<file path="src/rtl/hdmi_tx_pkg.sv">
// Shared types and constants for the HDMI transmit formatter: timing-meter
// FSM states, the colour-bar table and the default underflow blanking colour.
package hdmi_tx_pkg;

  typedef enum logic [1:0] {
    ST_SEARCH  = 2'd0,
    ST_MEASURE = 2'd1,
    ST_LOCKED  = 2'd2
  } tm_state_e;

  localparam logic [23:0] BLANK_COLOR_DEFAULT = 24'h000000;

  // Index 0 is the leftmost bar: white, yellow, cyan, green, magenta, red, blue, black.
  localparam logic [7:0][23:0] COLOR_BARS = {
    24'h000000, 24'h0000FF, 24'hFF0000, 24'hFF00FF,
    24'h00FF00, 24'h00FFFF, 24'hFFFF00, 24'hFFFFFF
  };

  function automatic logic [23:0] bar_color(input logic [2:0] idx);
    return COLOR_BARS[idx];
  endfunction

endpackage

</file>
<file path="src/rtl/video_timing_meter.sv">
// Measures active width/height of the incoming video and locks onto a stable
// format; flags any line or frame that departs from the locked geometry.
module video_timing_meter
  import hdmi_tx_pkg::*;
#(
  parameter int CNT_W       = 12,
  parameter int LOCK_FRAMES = 2
) (
  input  logic             clk,
  input  logic             reset,
  input  logic             de,
  input  logic             v_sync,
  output logic [CNT_W-1:0] pix_idx,
  output logic [CNT_W-1:0] h_active,
  output logic [CNT_W-1:0] v_active,
  output logic             timing_err,
  output logic             vs_rise,
  output tm_state_e        state
);

  localparam logic [CNT_W-1:0] CNT_MAX   = '1;
  localparam logic [7:0]       MATCH_TGT = 8'(LOCK_FRAMES - 1);

  tm_state_e        state_next;
  logic             de_q, vs_q;
  logic [CNT_W-1:0] pix_cnt, line_len, line_cnt, stored_w, stored_h;
  logic [7:0]       match_cnt, match_next;
  logic             store_en, clear_store, lock_en, err_now;
  logic             de_fall, de_rise;

  assign de_fall = de_q & ~de;
  assign de_rise = de & ~de_q;
  assign vs_rise = v_sync & ~vs_q;
  assign pix_idx = pix_cnt;

  always_ff @(posedge clk) begin
    if (reset) state <= ST_SEARCH;
    else       state <= state_next;
  end

  always_comb begin
    state_next  = state;
    match_next  = match_cnt;
    store_en    = 1'b0;
    clear_store = 1'b0;
    lock_en     = 1'b0;
    err_now     = 1'b0;
    case (state)
      ST_SEARCH: begin
        // Stored geometry is cleared so the partial frame before this edge is never matched.
        if (vs_rise) begin
          state_next  = ST_MEASURE;
          match_next  = '0;
          clear_store = 1'b1;
        end
      end
      ST_MEASURE: begin
        if (vs_rise) begin
          store_en = 1'b1;
          if (line_len == stored_w && line_cnt == stored_h &&
              line_len != '0 && line_cnt != '0) begin
            match_next = match_cnt + 8'd1;
            if (match_next == MATCH_TGT) begin
              state_next = ST_LOCKED;
              lock_en    = 1'b1;
            end
          end else begin
            match_next = '0;
          end
        end
      end
      ST_LOCKED: begin
        if ((de_fall && pix_cnt != h_active) || (vs_rise && line_cnt != v_active)) begin
          err_now    = 1'b1;
          state_next = ST_SEARCH;
        end
      end
      default: state_next = ST_SEARCH;
    endcase
  end

  always_ff @(posedge clk) begin
    if (reset) begin
      de_q       <= 1'b0;
      vs_q       <= 1'b0;
      pix_cnt    <= '0;
      line_len   <= '0;
      line_cnt   <= '0;
      stored_w   <= '0;
      stored_h   <= '0;
      match_cnt  <= '0;
      h_active   <= '0;
      v_active   <= '0;
      timing_err <= 1'b0;
    end else begin
      de_q       <= de;
      vs_q       <= v_sync;
      match_cnt  <= match_next;
      timing_err <= err_now;
      if (de) begin
        if (pix_cnt != CNT_MAX) pix_cnt <= pix_cnt + CNT_W'(1);
      end else if (de_fall) begin
        line_len <= pix_cnt;
        pix_cnt  <= '0;
      end
      if (vs_rise)                            line_cnt <= '0;
      else if (de_rise && line_cnt != CNT_MAX) line_cnt <= line_cnt + CNT_W'(1);
      if (clear_store) begin
        stored_w <= '0;
        stored_h <= '0;
      end else if (store_en) begin
        stored_w <= line_len;
        stored_h <= line_cnt;
      end
      if (lock_en) begin
        h_active <= line_len;
        v_active <= line_cnt;
      end
    end
  end

endmodule

</file>
<file path="src/rtl/hdmi_tx_formatter.sv">
// Two-stage video pipeline from the clocked video output to the HDMI pins,
// with underflow blanking, sync polarity and timing lock reporting.
// Optional colour-bar generator enabled by defining HDMI_TX_FORMATTER_TPG_EN.
module hdmi_tx_formatter
  import hdmi_tx_pkg::*;
#(
  parameter int                DATA_W      = 24,
  parameter int                CNT_W       = 12,
  parameter logic [DATA_W-1:0] BLANK_COLOR = DATA_W'(BLANK_COLOR_DEFAULT),
  parameter int                LOCK_FRAMES = 2,
  parameter bit                HS_POL      = 1'b1,
  parameter bit                VS_POL      = 1'b1
) (
  input  logic              clk_clk,
  input  logic              reset_reset,
  input  logic [DATA_W-1:0] vid_data,
  input  logic              vid_datavalid,
  input  logic              vid_h_sync,
  input  logic              vid_v_sync,
  input  logic              vid_underflow,
  input  logic              tpg_sel,
  output logic [DATA_W-1:0] hdmi_d,
  output logic              hdmi_de,
  output logic              hdmi_hs,
  output logic              hdmi_vs,
  output logic              locked,
  output logic [CNT_W-1:0]  h_active,
  output logic [CNT_W-1:0]  v_active,
  output logic [15:0]       underflow_cnt,
  output logic              timing_err
);

  localparam logic HS_IDLE = !HS_POL;
  localparam logic VS_IDLE = !VS_POL;

  tm_state_e         meter_state;
  logic [CNT_W-1:0]  pix_idx;
  logic              vs_rise;
  logic              blank_flag, blank_now;
  logic [DATA_W-1:0] pix_sel, d1;
  logic              de1, hs1, vs1;
  logic              unused_tpg;

  video_timing_meter #(
    .CNT_W       (CNT_W),
    .LOCK_FRAMES (LOCK_FRAMES)
  ) u_meter (
    .clk        (clk_clk),
    .reset      (reset_reset),
    .de         (vid_datavalid),
    .v_sync     (vid_v_sync),
    .pix_idx    (pix_idx),
    .h_active   (h_active),
    .v_active   (v_active),
    .timing_err (timing_err),
    .vs_rise    (vs_rise),
    .state      (meter_state)
  );

  assign locked     = (meter_state == ST_LOCKED);
  assign unused_tpg = ^{tpg_sel, pix_idx};

  // The underflowing pixel itself is blanked; a v_sync rise ends blanking unless underflow repeats.
  assign blank_now = vid_underflow | (blank_flag & ~vs_rise);

`ifdef HDMI_TX_FORMATTER_TPG_EN
  always_comb begin
    pix_sel = blank_now ? BLANK_COLOR : vid_data;
    if (tpg_sel) pix_sel = DATA_W'(bar_color(pix_idx[9:7]));
  end
`else
  assign pix_sel = blank_now ? BLANK_COLOR : vid_data;
`endif

  always_ff @(posedge clk_clk) begin
    if (reset_reset) begin
      d1            <= '0;
      de1           <= 1'b0;
      hs1           <= 1'b0;
      vs1           <= 1'b0;
      blank_flag    <= 1'b0;
      underflow_cnt <= '0;
      hdmi_d        <= '0;
      hdmi_de       <= 1'b0;
      hdmi_hs       <= HS_IDLE;
      hdmi_vs       <= VS_IDLE;
    end else begin
      d1  <= pix_sel;
      de1 <= vid_datavalid;
      hs1 <= vid_h_sync;
      vs1 <= vid_v_sync;
      if (vid_underflow)  blank_flag <= 1'b1;
      else if (vs_rise)   blank_flag <= 1'b0;
      if (vid_underflow && underflow_cnt != 16'hFFFF) underflow_cnt <= underflow_cnt + 16'd1;
      hdmi_d  <= de1 ? d1 : '0;
      hdmi_de <= de1;
      hdmi_hs <= hs1 ~^ HS_POL;
      hdmi_vs <= vs1 ~^ VS_POL;
    end
  end

endmodule

</file>
<file path="config.mk">
export PLATFORM = sky130hd
export DESIGN_NAME = hdmi_tx_formatter
export DESIGN_NICKNAME = d
export VERILOG_FILES = /design/src/rtl/hdmi_tx_pkg.sv /design/src/rtl/video_timing_meter.sv /design/src/rtl/hdmi_tx_formatter.sv
export SDC_FILE = /design/constraint.sdc
export NUM_CORES = 1
export LEC_CHECK = 0
export ABC_CLOCK_PERIOD_IN_PS = 2900
export BUFFER_PORTS_ARGS = -buffer_cell sky130_fd_sc_hd__buf_4
export CAP_MARGIN = 20
export CELL_PAD_IN_SITES_DETAIL_PLACEMENT = 2
export CELL_PAD_IN_SITES_GLOBAL_PLACEMENT = 2
export CORE_MARGIN = 2
export CORE_UTILIZATION = 30
export DETAILED_ROUTE_END_ITERATION = 8
export GPL_TIMING_DRIVEN = 1
export PLACE_DENSITY_LB_ADDON = 0.1
export SYNTH_ARGS = -nofsm -noshare
export SYNTH_HDL_FRONTEND = slang
export SYNTH_SLANG_ARGS = --single-unit
</file>
<file path="constraint.sdc">
create_clock -name clk_clk -period 2.9 [get_ports clk_clk]
set_input_delay 0.145 -clock clk_clk [delete_from_list [all_inputs] [get_ports clk_clk]]
set_output_delay 0.145 -clock clk_clk [all_outputs]
set_load 0.02 [all_outputs]
</file>
Yosys cells after proc, flatten, opt, wreduce, memory -nomap -nowiden
Cells that the tools add are included.
{"block": "word_totals", "out_inout_bits": 69, "register_bits": 166}
{"block": "classes", "reduce_logical": 23, "eq_ne": 16, "bitwise": 10, "n_mux": 23, "add_sub_neg": 4}
{"op": "12-bit 2-to-1 mux", "count": 3}
{"op": "12-bit by 1-bit adder with 12-bit output, second input constant", "count": 2}
{"op": "12-bit equality test", "count": 2}
{"op": "8-bit 2-to-1 mux", "count": 3}
{"op": "12-bit != test", "count": 2}
{"op": "12-bit != test, second input constant", "count": 2}
{"op": "12-bit nonzero test", "count": 2}
{"op": "16-bit by 1-bit adder with 16-bit output, second input constant", "count": 1}
{"op": "16-bit != test, second input constant", "count": 1}
{"op": "8-bit case mux with 2 select lines", "count": 1}
{"op": "2-bit by 1-bit != test with 1-bit output, second input constant", "count": 6}
{"op": "1-bit 2-to-1 mux", "count": 10}
{"op": "2-bit 2-to-1 mux", "count": 5}
{"op": "2-bit OR reduction", "count": 5}
{"op": "8-bit by 1-bit adder with 8-bit output, second input constant", "count": 1}
{"op": "8-bit by 1-bit equality test with 1-bit output, second input constant", "count": 1}
{"op": "1-bit logical AND", "count": 7}
{"op": "2-bit case mux with 3 select lines", "count": 1}
{"op": "2-bit nonzero test", "count": 3}
{"op": "1-bit inverter", "count": 5}
{"op": "5-bit AND reduction", "count": 1}
{"op": "1-bit bitwise AND", "count": 4}
{"op": "2-bit AND reduction", "count": 2}
{"op": "3-bit AND reduction", "count": 1}
{"op": "5 further kinds", "count": 5}

Depth between registers and ports, before layout
Gate-level depths: netlist (run 1).
{"block": "depth", "depth_word": 7, "mapped_depth": 11, "mapped_depth_nobuf": 8}

Modules after synthesis
From an unflattened synthesis (run 1), not the netlist that was laid out.
{"block": "hier_totals", "hier_cells": 816, "hier_area_um2": 7086.8}
{"mod": "video_timing_meter", "area_per_inst_um2": 4779.6, "seq_area_each_um2": 1941.9, "cells_per_inst": 600, "n_inst": 1}
{"mod": "hdmi_tx_formatter", "area_per_inst_um2": 2307.2, "seq_area_each_um2": 1421.4, "cells_per_inst": 216, "n_inst": 1}

Worst setup path before layout (run 1)
OpenSTA, ideal clock, no wires.
{"block": "synth_path", "path_type": "register to register", "startpoint": "register u_meter.line_cnt[0]", "endpoint": "register u_meter.h_active[10]", "synth_period_minus_slack_ps": 2254, "setup_ps": 132, "path_buffers": 3, "arrival_ps": 2121, "stages_incl_launch_ff": 12, "setup_slack_ps": 646, "path_cell_list": "dfxtp_1 -> clkbuf_1 -> inv_1 -> ha_1 -> nor4b_1 -> nand3_1 -> nand3_2 -> or4_4 -> buf_6 -> buf_6 -> o21ai_0 -> a21oi_1"}
{"block": "synth_between", "elab_chain_cells": 7, "word_cells_on_any_way": 8}
{"element": "start, declared", "line": "video_timing_meter.sv:26", "source": "logic [CNT_W-1:0] pix_cnt, line_len, line_cnt, stored_w, stored_h;"}
{"element": "start signal, assigned", "line": "video_timing_meter.sv:107", "source": "else if (de_rise && line_cnt != CNT_MAX) line_cnt <= line_cnt + CNT_W'(1);"}
{"element": "12-bit equality test", "line": "video_timing_meter.sv:60", "source": "if (line_len == stored_w && line_cnt == stored_h &&"}
{"element": "1-bit logical AND (2 in series)", "line": "video_timing_meter.sv:60"}
{"element": "1-bit logical AND *", "line": "video_timing_meter.sv:61", "source": "line_len != '0 && line_cnt != '0) begin"}
{"element": "1-bit 2-to-1 mux *", "line": "video_timing_meter.sv:60"}
{"element": "1-bit 2-to-1 mux *", "line": "video_timing_meter.sv:58", "source": "if (vs_rise) begin"}
{"element": "1-bit 2-to-1 mux *", "line": "video_timing_meter.sv:48", "source": "case (state)"}
{"element": "end signal, assigned", "line": "video_timing_meter.sv:116", "source": "h_active <= line_len;"}
{"element": "end, declared", "line": "video_timing_meter.sv:14", "source": "output logic [CNT_W-1:0] h_active,"}
Mark *: on every way between the ends. The rest lies on a longest branch, timed or not.
A chain may end at the register's enable or synchronous reset.

Final worst setup path (run 1)
{"block": "layout_path", "startpoint": "register u_meter.line_cnt[0]", "endpoint": "register u_meter.match_cnt[3]"}
{"block": "layout_between", "elab_chain_cells": 7, "word_cells_on_any_way": 8}
{"element": "12-bit equality test", "line": "video_timing_meter.sv:60"}
{"element": "1-bit logical AND (2 in series)", "line": "video_timing_meter.sv:60"}
{"element": "1-bit logical AND *", "line": "video_timing_meter.sv:61"}
{"element": "8-bit 2-to-1 mux *", "line": "video_timing_meter.sv:60"}
{"element": "8-bit 2-to-1 mux *", "line": "video_timing_meter.sv:58"}
{"element": "8-bit case mux with 2 select lines *", "line": "video_timing_meter.sv:48"}
{"element": "end signal, assigned", "line": "video_timing_meter.sv:98", "source": "match_cnt <= match_next;"}
{"element": "end, declared", "line": "video_timing_meter.sv:27", "source": "logic [7:0] match_cnt, match_next;"}
Mark *: on every way between the ends. The rest lies on a longest branch, timed or not. The select of a mux whose other input is x is not followed.

==> summary.md, run 1 <==
| Metric | Value |
|---|---|
| PD cells | `565 nW/um^2` |
| Ys async rst share | `0%` |
| Worst-path maximum fanout | `28` |
| Post-synth top flop | `dfxtp_1` |
| Drt total wl | `22,300 um` |
| Fmax | `396 MHz` |
| Final Hold Viols | `0` |
| Hold path startpoint | `vid_datavalid` |
| Die area | `24,300 um^2` |
| Final hold slack | `approximately 0.0078 ns` |
| Slew headroom | `roughly 39%` |
| Largest net degree at the start of global routing | `52` |
| Min-Delay Path Class | `in2reg` |
| Worst Setup End Kind | `flip-flop` |
| CP max-delay cell | `or4_4` |
| Vias | `about 6k` |
| Die Wd | `approximately 160 um` |
| 1st-pass router iterations | `4` |
| Clock slew at reported path FFs | `0.08 ns` |
| Cell area after synthesis | `6920 um^2` |
| Htree depth | `4` |
| Grt ovf | `0` |
| Main area contributors after synthesis | `dfxtp_1 48%, xor2_1 8.4%, a21oi_1 5.8%, nand2_1 5.5%, and2_1 4.4%` |
| Root Driver | `clkbuf_16` |
| Tmin final | `2.53 ns` |
| Vias in the first global route | `6,596` |
| Final setup fails | `0` |
| Sequential area share after synthesis | `48.0%` |
| Status | `completed` |
| Post-DRT Antenna Nets | `0` |
| Buf+Inv Stages, Crit Path | `1` |
| Placed insts | `1,125` |
| Final Max Tran Viols | `0` |
| Cells after synthesis | `780` |
| Tcrit/Tclk final | `87.2%` |
| Worst hold path depth | `2` |
| Maximum VDD drop | `slightly below 0.4 mV` |
| Share of layout cells above drive strength 1 | `roughly 19%` |
| Clock buffer depth | `2` |
| Max-Cap Viols | `0` |
| Gr usage total | `between 10% and 20%` |
| Family with the most delay on the worst path | `simple AND/OR/NAND/NOR gates` |
| Critical path class | `reg2reg` |
| FP Rows | `55` |
| Total negative slack | `0 ns` |
| Antenna violations before repair | `0` |
| Clk_lat worst skew | `0.45 ns` |
| TritonCTS buffer count | `17` |
| CTS sink count | `166` |
| Static Leak | `3.61 nW` |
| Pin slew with the least headroom to its limit | `0.916 ns` |
| Synth top area share | `about half` |
| Drt initial violations | `152` |
| Distinct cells, synth | `53` |
| Flop-to-flop setup slack | `0.37 ns` |
| Area leader, netlist | `dfxtp_1` |
| Worst-case reg-to-reg path depth | `8` |
| Vias per cell | `5.08` |
| Layout Nets | `923` |
| DRC viols | `0` |
| Die Height | `156 um` |
| Post-synthesis register bit count | `166` |
| Core Util, Final | `roughly two fifths` |
| RD Place Congestion | `0.759` |
| IO Pins | `100` |
| Worst Hold Path EP | `u_meter.de_q$_SDFF_PP0_` |
| Detailed-placement wirelength estimate | `14,800 um` |
| Wire per inst | `18.9 um` |
| Core area | `about 23,000 um^2` |
| Avg Cell Area, Syn | `8.87 um^2` |
| CP Launch Point | `u_meter.line_cnt[0]$_SDFFE_PP0P_` |
| CP max stage delay | `0.75 ns` |
| R2r startpoint | `u_meter.line_cnt[0]$_SDFFE_PP0P_` |
| Final Non-Filler Cells | `1,184` |
| CP Data Required Time | `3.28 ns` |
| RSZ-0062 raised after global routing | `false` |
| PortBufs | `98` |
| Commonest non-fill, non-tap cell in the layout | `dfxtp_1` |
| Reg-to-reg endpoint | `u_meter.match_cnt[3]$_SDFFE_PP0P_` |
| Worst path arrival time | `2.91 ns` |
| Worst setup SP type | `flip-flop` |
| Post-Syn Nets | `817` |
| Starting Density | `30.6%` |
| Worst path cell trace | `inv_1, ha_1, nor4b_1, nand3_1, nand3_2, or4_4, or2_4, o21ai_2` |
| Post-synth EDFFs | `0` |
| Most frequent cells in the layout | `166 x dfxtp_1, 117 x buf_4, 101 x nand2_1, 80 x a21oi_1, 66 x xor2_1` |
| # diodes | `0` |
| First-pass GRT wire length | `36,200 um` |
| Warnings, synthesis | `0` |
| Layout area overhead | `27.3%` |
| Clock Skew | `0.0175 ns` |
| CTS tree | `done` |
==> synth_stat cells, drive strengths merged (2+ instances only) <==
master  instances
a21oi          80
a31oi           8
and2           49
and3            7
and4            5
buf            16
clkbuf         42
dfxtp         166
ha              6
inv             6
mux2i           3
nand2         101
nand2b          5
nand3          31
nand4          35
nand4b          2
nor2           43
nor2b          12
nor3            8
nor3b           2
nor4           19
nor4b           2
o21ai          33
o21bai          2
or2             2
or3             3
xnor2          11
xor2           67
==> through the flow <==
stage          total power [mW]  worst slack (ns)  cell area (um^2)
2_1_floorplan              2.49             0.646              6920
3_3_place_gp               2.58             0.436              7900
3_5_place_dp               2.59             0.363              7900
4_1_cts                    5.04             0.336              8800
5_1_grt                    5.17             0.210              8800
6_report                   4.97             0.372              8800
==> report_power, final <==
group	total (mW)	switching, mW	internal [mW]	leakage [nW]
sequential	2.33	0.0208	2.31	1.34
clock	2.40	1.20	1.21	0.305
combinational	0.240	0.137	0.103	1.96
total	4.97	1.36	3.61	3.61
==> final cells by class <==
cell class                 count  area [um^2]
fill                        2453        13800
tap                          285          357
clock buffer                  17          425
clock inverter                15          214
inverter                       6         22.5
sequential                   166         3320
multi-input combinational    550         3290
timing repair buffer         145         1170
==> sequential cells by signal (all words and copies together), names as in the netlist, 8 cells and up <==
| name | count |
|---|---|
| u_meter.v_active | 12 |
| d1 | 24 |
| u_meter.match_cnt | 8 |
| u_meter.stored_w | 12 |
| u_meter.line_cnt | 12 |
| hdmi_d | 24 |
| u_meter.pix_idx | 12 |
| u_meter.line_len | 12 |
| u_meter.h_active | 12 |
| u_meter.stored_h | 12 |
| underflow_cnt | 16 |
==> layer usage <==
metal  share of wire, %  vias up  global-route usage [%]
met2                 53       79                    35.1
met3                2.9       17                    4.22
li1                   -     2866                       -
met4               0.82        0                    4.24
met5                  0        -                       0
met1                 44     3051                    23.0
==> timing repair <==
action                                  CTS  global route
hold buffers                             27             0
endpoints found under the setup margin    0             0
buffers inserted                          0             0
hold endpoints to repair                 27             0
resized for setup                         0             0
==> kinds of logic after synthesis <==
family / share of synthesized area (%)
adders and majority gates: 1.08
muxes: 0.434
DFF: 48.0
and+or+nand+nor: 25.3
buffers and inverters: 4.45
xor gates and xnor gates: 9.98
AOI/OAI and AO/OA: 10.7
==> how the worst max path moves through the flow <==
stage / endpoint / cells past startpoint
3_5_place_dp: u_meter.match_cnt[4]$_SDFFE_PP0P_ / 8
2_1_floorplan: u_meter.h_active[10]$_SDFFE_PP0P_ / 11
3_3_place_gp: u_meter.match_cnt[3]$_SDFFE_PP0P_ / 8
5_1_grt: u_meter.v_active[3]$_SDFFE_PP0P_ / 8
6_report: u_meter.match_cnt[3]$_SDFFE_PP0P_ / 8
4_1_cts: u_meter.match_cnt[3]$_SDFFE_PP0P_ / 8
==> worst reg2reg max path: cells and delay by family, from the launching register on <==
| kind | cells | cell delay, ns |
|---|---|---|
| fa+ha+maj | 1 | 0.22 |
| simple gates | 5 | 1.48 |
| flops | 1 | 0.52 |
| buf+inv | 1 | 0.13 |
| compound gates | 1 | 0.12 |
No activity file was read; power rests on OpenSTA's default activity.
==> run 2, diff against run 1 <==
--- a/config.mk
+++ b/config.mk
@@ -14,6 +14,7 @@
 export CORE_UTILIZATION = 30
 export DETAILED_ROUTE_END_ITERATION = 8
 export GPL_TIMING_DRIVEN = 1
+export MAX_ROUTING_LAYER = met4
 export PLACE_DENSITY_LB_ADDON = 0.1
 export SYNTH_ARGS = -nofsm -noshare
 export SYNTH_HDL_FRONTEND = slang
==> run 2 against run 1 <==
Effect of this change:
- sequential power hardly changed
- utilization unchanged
- design area unchanged
- setup slack gained 0.0010 ns
- clock skew down 0.0035 ns
- non-clock buffer count did not move
- sequential share of layout area is the same
==> summary.md, run 2 (synthesized netlist as in run 1, its figures left out) <==
| Metric | Value |
|---|---|
| Most frequent cells in the layout | `166 x dfxtp_1, 117 x buf_4, 101 x nand2_1, 80 x a21oi_1, 66 x xor2_1` |
| Overall Power | `4.97 mW (about the same)` |
| Largest net degree at the start of global routing | `52 (unchanged)` |
| Antenna violations before repair | `0 (unchanged)` |
| Worst hold path depth | `2 (unchanged)` |
| Share of layout cells above drive strength 1 | `18.6% (unchanged)` |
| First-pass GRT wire length | `36,200 um (about the same)` |
| Post-DRT Antenna Nets | `0 (unchanged)` |
| Design area | `8800 um^2 (unchanged)` |
| Max-Cap Viols | `0 (unchanged)` |
| Final Max Tran Viols | `0 (unchanged)` |
| Critical path class | `reg2reg` |
| Worst-case reg-to-reg path depth | `8 (unchanged)` |
| Worst path cell trace | `inv_1, ha_1, nor4b_1, nand3_1, nand3_2, or4_4, or2_4, o21ai_2` |
| Min-Delay Path Class | `in2reg` |
| Worst setup SP type | `flip-flop` |
| Grt ovf | `0 (unchanged)` |
| Vias | `5,984 (-0.48%)` |
| Total negative slack | `0 ns (unchanged)` |
| Met3 wire len | `609 um (-7.4%)` |
| CP Data Required Time | `3.28 ns (about the same)` |
| Dpl cell area | `7900 um^2 (unchanged)` |
| Gr usage total | `19.8% (+0.55 points)` |
| Wire per inst | `18.8 um (-0.21%)` |
| # diodes | `0 (unchanged)` |
| Top sig layer | `met4` |
| Commonest non-fill, non-tap cell in the layout | `dfxtp_1` |
| Static Leak | `3.61 nW (unchanged)` |
| Layout Nets | `923 (unchanged)` |
| Clock buffer depth | `2 (unchanged)` |
| Worst-path maximum fanout | `28 (unchanged)` |
| CP max-delay cell | `or4_4` |
| Worst path arrival time | `2.91 ns (about the same)` |
| Clock Skew | `0.0139 ns (-0.00352 ns)` |
| PD cells | `565 nW/um^2 (about the same)` |
| Vias per cell | `5.05 (-0.48%)` |
| Maximum VDD drop | `0.391 mV (+0.40%)` |
| Starting Density | `30.6% (unchanged)` |
| Core area | `22,600 um^2 (unchanged)` |
| Pin slew with the least headroom to its limit | `0.911 ns (-0.00593 ns)` |
| TritonCTS buffer count | `17 (unchanged)` |
| Family with the most delay on the worst path | `simple AND/OR/NAND/NOR gates` |
| RD Place Congestion | `0.769 (+1.3%)` |
| Tmin final | `2.53 ns (-0.00104 ns)` |
| Drt total wl | `22,300 um (-0.21%)` |
| Die Height | `156 um (unchanged)` |
| DRC viols | `0 (unchanged)` |
| RSZ-0062 raised after global routing | `false` |
| Die area | `24,300 um^2 (unchanged)` |
| Clk_lat worst skew | `0.45 ns (about the same)` |
| FP Rows | `55 (unchanged)` |
| Drt initial violations | `172 (+13%)` |
| Detailed-placement wirelength estimate | `14,800 um (unchanged)` |
| Final setup fails | `0 (unchanged)` |
| Vias in the first global route | `6,602 (+0.091%)` |
| Layout area overhead | `27.3% (unchanged)` |
| Status | `completed` |
| Clock slew at reported path FFs | `0.08 ns (about the same)` |
| CP max stage delay | `0.75 ns (about the same)` |
| Worst Setup End Kind | `flip-flop` |
| Tcrit/Tclk final | `87.1% (about the same)` |
| IO Pins | `100 (unchanged)` |
| Largest registers | `d1: 24 flops, hdmi_d: 24 flops, underflow_cnt: 16 flops` |
| CTS tree | `done` |
| Final Hold Viols | `0 (unchanged)` |
| Slew headroom | `39.2% (+0.40 points)` |
| Root Driver | `clkbuf_16` |
| 1st-pass router iterations | `4 (unchanged)` |
| Die Wd | `156 um (unchanged)` |
| PortBufs | `98 (unchanged)` |
| Total stage count of the critical path | `8 (unchanged)` |
| DR WL met2 | `11,800 um (-0.13%)` |
| Post-cts resize count | `0 (unchanged)` |
| Core Util, Final | `38.9% (unchanged)` |
| WL met1 | `9750 um (+0.17%)` |
| Buf+Inv Stages, Crit Path | `1 (unchanged)` |
| Fmax | `396 MHz (about the same)` |
| CTS sink count | `166 (unchanged)` |
| Htree depth | `4 (unchanged)` |
[run 2: worst paths after layout]
| kind | from | to | slack [ns] |
|---|---|---|---|
| hold / removal | vid_datavalid | u_meter.de_q$_SDFF_PP0_ | 0.009 |
| setup reg to reg | u_meter.line_cnt[0]$_SDFFE_PP0P_ | u_meter.match_cnt[3]$_SDFFE_PP0P_ | 0.37 |
| hold reg to reg | d1[13]$_SDFF_PP0_ | hdmi_d[13]$_SDFF_PP0_ | 0.43 |
| setup / recovery | u_meter.line_cnt[0]$_SDFFE_PP0P_ | u_meter.match_cnt[3]$_SDFFE_PP0P_ | 0.37 |
[run 2: metrics by stage]
stage	instances	setup WS (ns)	hold WS, ns
after floorplan	780	0.646	0.267
after global placement	1125	0.436	0.347
after detailed placement	1125	0.363	0.352
after CTS	1184	0.336	0.000397
after global routing	1184	0.213	0.0189
final	1184	0.373	0.00853
[run 2: worst reg2reg max path, stage by stage (launching register included)]
cell     delay [ns]
dfxtp_1        0.51
inv_1          0.13
ha_1           0.22
nor4b_1        0.14
nand3_1        0.12
nand3_2        0.13
or4_4          0.76
or2_4          0.34
o21ai_2        0.12
[run 2: layout make-up]
class	count	area, um^2
inverter	6	22.5
clock inverter	15	214
sequential	166	3320
tap	285	357
fill	2453	13800
multi-input combinational	550	3290
clock buffer	17	425
timing repair buffer	145	1170
[run 2: repair_timing]
| action | 4_1_cts | 5_1_grt |
|---|---|---|
| hold buffers | 27 | 0 |
| hold endpoints to repair | 27 | 0 |
| setup buffers | 0 | 0 |
[run 2: per-layer routing]
| metal | vias to the layer above | track usage [%] |
|---|---|---|
| li1 | 2865 | - |
| met3 | 15 | 4.03 |
| met2 | 81 | 35.2 |
| met4 | 0 | 4.24 |
| met5 | - | - |
| met1 | 3023 | 23.0 |
[run 2: report_power, final]
group | switching (mW) | internal [mW] | total, mW
Clock | 1.20 | 1.21 | 2.41
Sequential | 0.0207 | 2.31 | 2.33
Combinational | 0.137 | 0.103 | 0.239
==> run 3, diff against run 2 <==
--- a/config.mk
+++ b/config.mk
@@ -7,10 +7,9 @@
 export LEC_CHECK = 0
 export ABC_CLOCK_PERIOD_IN_PS = 2900
 export BUFFER_PORTS_ARGS = -buffer_cell sky130_fd_sc_hd__buf_4
-export CAP_MARGIN = 20
+export CAP_MARGIN = 10
 export CELL_PAD_IN_SITES_DETAIL_PLACEMENT = 2
 export CELL_PAD_IN_SITES_GLOBAL_PLACEMENT = 2
-export CORE_MARGIN = 2
 export CORE_UTILIZATION = 30
 export DETAILED_ROUTE_END_ITERATION = 8
 export GPL_TIMING_DRIVEN = 1
@@ -19,3 +18,4 @@
 export SYNTH_ARGS = -nofsm -noshare
 export SYNTH_HDL_FRONTEND = slang
 export SYNTH_SLANG_ARGS = --single-unit
+export TNS_END_PERCENT = 1
==> run 3 against run 2 <==
Effect of this change:
- clock skew shrank 0.0034 ns
- fmax grew 4.4%
- utilization is essentially flat
- power shrank 1.2%
- via count grew 0.22%
- wire length shrank 2.7%
- register-to-register slack gained 0.11 ns
- flip-flop and latch count is the same
- combinational power grew 2%
==> summary.md, run 3 (synthesized netlist as in run 1, its figures left out) <==
| Metric | Value |
|---|---|
| PD cells | `557 nW/um^2 (-1.3%)` |
| Post-place setup slack | `0.456 ns (+0.0935 ns)` |
| Worst-path maximum fanout | `28 (unchanged)` |
| Clock share of power | `47.7% (-0.7 points)` |
| Clock buffer depth | `2 (unchanged)` |
| Seq pwr share | `47.3% (+0.5 points)` |
| NetSw | `1.32 mW (-3.2%)` |
| Largest registers | `d1: 24 flops, hdmi_d: 24 flops, underflow_cnt: 16 flops` |
| Antenna violations before repair | `0 (unchanged)` |
| Static Leak | `3.62 nW (+0.36%)` |
| Final setup fails | `0 (unchanged)` |
| Logic pwr share | `4.9% (about the same)` |
| Status | `completed` |
| Fmax | `413 MHz (+4.4%)` |
| TritonCTS buffer count | `17 (unchanged)` |
| Root Driver | `clkbuf_16` |
| Largest net degree at the start of global routing | `52 (unchanged)` |
| Final Hold Viols | `0 (unchanged)` |
| Gr usage total | `19.7% (-0.026 points)` |
| RSZ-0062 raised after global routing | `false` |
| Vias | `5,997 (+0.22%)` |
| Flop-to-flop setup slack | `0.48 ns (+0.11 ns)` |
| Placed insts | `1,127 (+0.18%)` |
| Die area | `23,700 um^2 (-2.6%)` |
| Min-Delay Path Class | `in2reg` |
| Clock Skew | `0.0106 ns (-0.00336 ns)` |
| Detailed-placement wirelength estimate | `14,800 um (-0.20%)` |
| Starting Density | `30.6% (unchanged)` |
| Final Non-Filler Cells | `1,187 (+0.25%)` |
| Pin slew with the least headroom to its limit | `0.909 ns (-0.00195 ns)` |
| Share of layout cells above drive strength 1 | `18.8% (+0.27 points)` |
| Core Util, Final | `38.9% (about the same)` |
| Wire per inst | `18.3 um (-3.0%)` |
| Grt ovf | `0 (unchanged)` |
| Worst-case reg-to-reg path depth | `6 (-2)` |
| CTS sink count | `166 (unchanged)` |
| Post-DRT Antenna Nets | `0 (unchanged)` |
| Maximum VDD drop | `0.327 mV (-16%)` |
| Worst path arrival time | `2.79 ns (-0.12 ns)` |
| Die Height | `154 um (-1.3%)` |
| FP Rows | `55 (unchanged)` |
| Internal | `3.60 mW (-0.45%)` |
| Post-cts resize count | `0 (unchanged)` |
| First-pass GRT wire length | `35,700 um (-1.3%)` |
| # diodes | `0 (unchanged)` |
| Worst Setup End Kind | `flip-flop` |
| Layout Nets | `926 (+0.33%)` |
| IO Pins | `100 (unchanged)` |
| 1st-pass router iterations | `4 (unchanged)` |
| Max-Cap Viols | `0 (unchanged)` |
| Net Sw Frac | `26.8% (-0.56 points)` |
| Commonest non-fill, non-tap cell in the layout | `dfxtp_1` |
| Drt initial violations | `163 (-5.2%)` |
| Die Wd | `154 um (-1.3%)` |
| Slew headroom | `39.3% (+0.13 points)` |
| Critical path class | `reg2reg` |
| CTS tree | `done` |
| Final hold slack | `0.146 ns (+0.138 ns)` |
| Total negative slack | `0 ns (unchanged)` |
| Tcrit/Tclk final | `83.5% (-3.6 points)` |
| Most frequent cells in the layout | `166 x dfxtp_1, 120 x buf_4, 101 x nand2_1, 80 x a21oi_1, 66 x xor2_1` |
| Clk_lat worst skew | `0.44 ns (about the same)` |
| Vias in the first global route | `6,661 (+0.89%)` |
| CP Data Required Time | `3.27 ns (about the same)` |
| RD Place Congestion | `0.757 (-1.6%)` |
| Htree depth | `4 (unchanged)` |
| Worst setup SP type | `flip-flop` |
| Post-CTS Setup Repair Bufs | `0 (unchanged)` |
| Tmin final | `2.42 ns (-0.106 ns)` |
| Drt total wl | `21,700 um (-2.7%)` |
| Worst hold path depth | `2 (unchanged)` |
| DRC viols | `0 (unchanged)` |
| Clock slew at reported path FFs | `0.08 ns (about the same)` |
| Final Max Tran Viols | `0 (unchanged)` |
| Layout area overhead | `27.4% (about the same)` |
| PnR worst setup slack | `0.479 ns (+0.106 ns)` |
| PortBufs | `98 (unchanged)` |
| Core area | `22,600 um^2 (unchanged)` |
| Vias per cell | `5.05 (about the same)` |
[run 3: cell types whose count changed in the layout (fill, tap and decap cells not counted), sizes merged]
cell | before | now
inv | 14 | 13
clkinv | 7 | 8
dlygate4sd3 | 27 | 28
buf | 118 | 120
[run 3: metrics by stage]
stage	cell area, um^2	total power, mW
final	8810	4.91
after global routing	8810	5.10
after CTS	8810	4.98
after detailed placement	7900	2.59
after global placement	7900	2.58
after floorplan	6920	2.49
[run 3: final cells by class]
class                      count  area, um^2
fill                        2476       13800
sequential                   166        3320
multi-input combinational    550        3300
timing repair buffer         148        1180
clock buffer                  17         425
tap                          285         357
clock inverter                15         204
inverter                       6        22.5
[run 3: path summary, 6_finish.rpt]
path | from | endpoint
setup reg to reg | u_meter.line_cnt[1]$_SDFFE_PP0P_ | u_meter.match_cnt[3]$_SDFFE_PP0P_
hold reg to reg | d1[3]$_SDFF_PP0_ | hdmi_d[3]$_SDFF_PP0_
setup / recovery | u_meter.line_cnt[1]$_SDFFE_PP0P_ | u_meter.match_cnt[3]$_SDFFE_PP0P_
hold / removal | reset_reset | underflow_cnt[4]$_SDFFE_PP0P_
[run 3: layer usage]
layer	wire length [um]	GRT usage, %	vias to the layer above
li1	-	-	2878
met1	9710	23.7	3005
met2	11100	33.9	90
met3	602	3.18	24
met4	276	5.86	0
met5	0	-	-
[run 3: critical path, stage by stage (launching register included)]
cell and delay, ns:
dfxtp_1 0.51, xor2_1 0.14, nor4_2 0.48, nand3_1 0.13, or4_4 0.64, or2_4 0.33
o21ai_2 0.13
[run 3: repair_timing]
action                     CTS  global route
hold endpoints to repair    28             0
setup endpoints to repair    0             0
hold buffers                28             0
[run 3: power by group through the flow]
stage                     Sequential [mW]  Combinational [mW]  Clock, mW
after global routing                 2.33               0.269       2.50
after floorplan                      2.38               0.112          0
final                                2.32               0.243       2.35
after CTS                            2.33               0.246       2.41
after detailed placement             2.38               0.214          0
after global placement               2.38               0.206          0
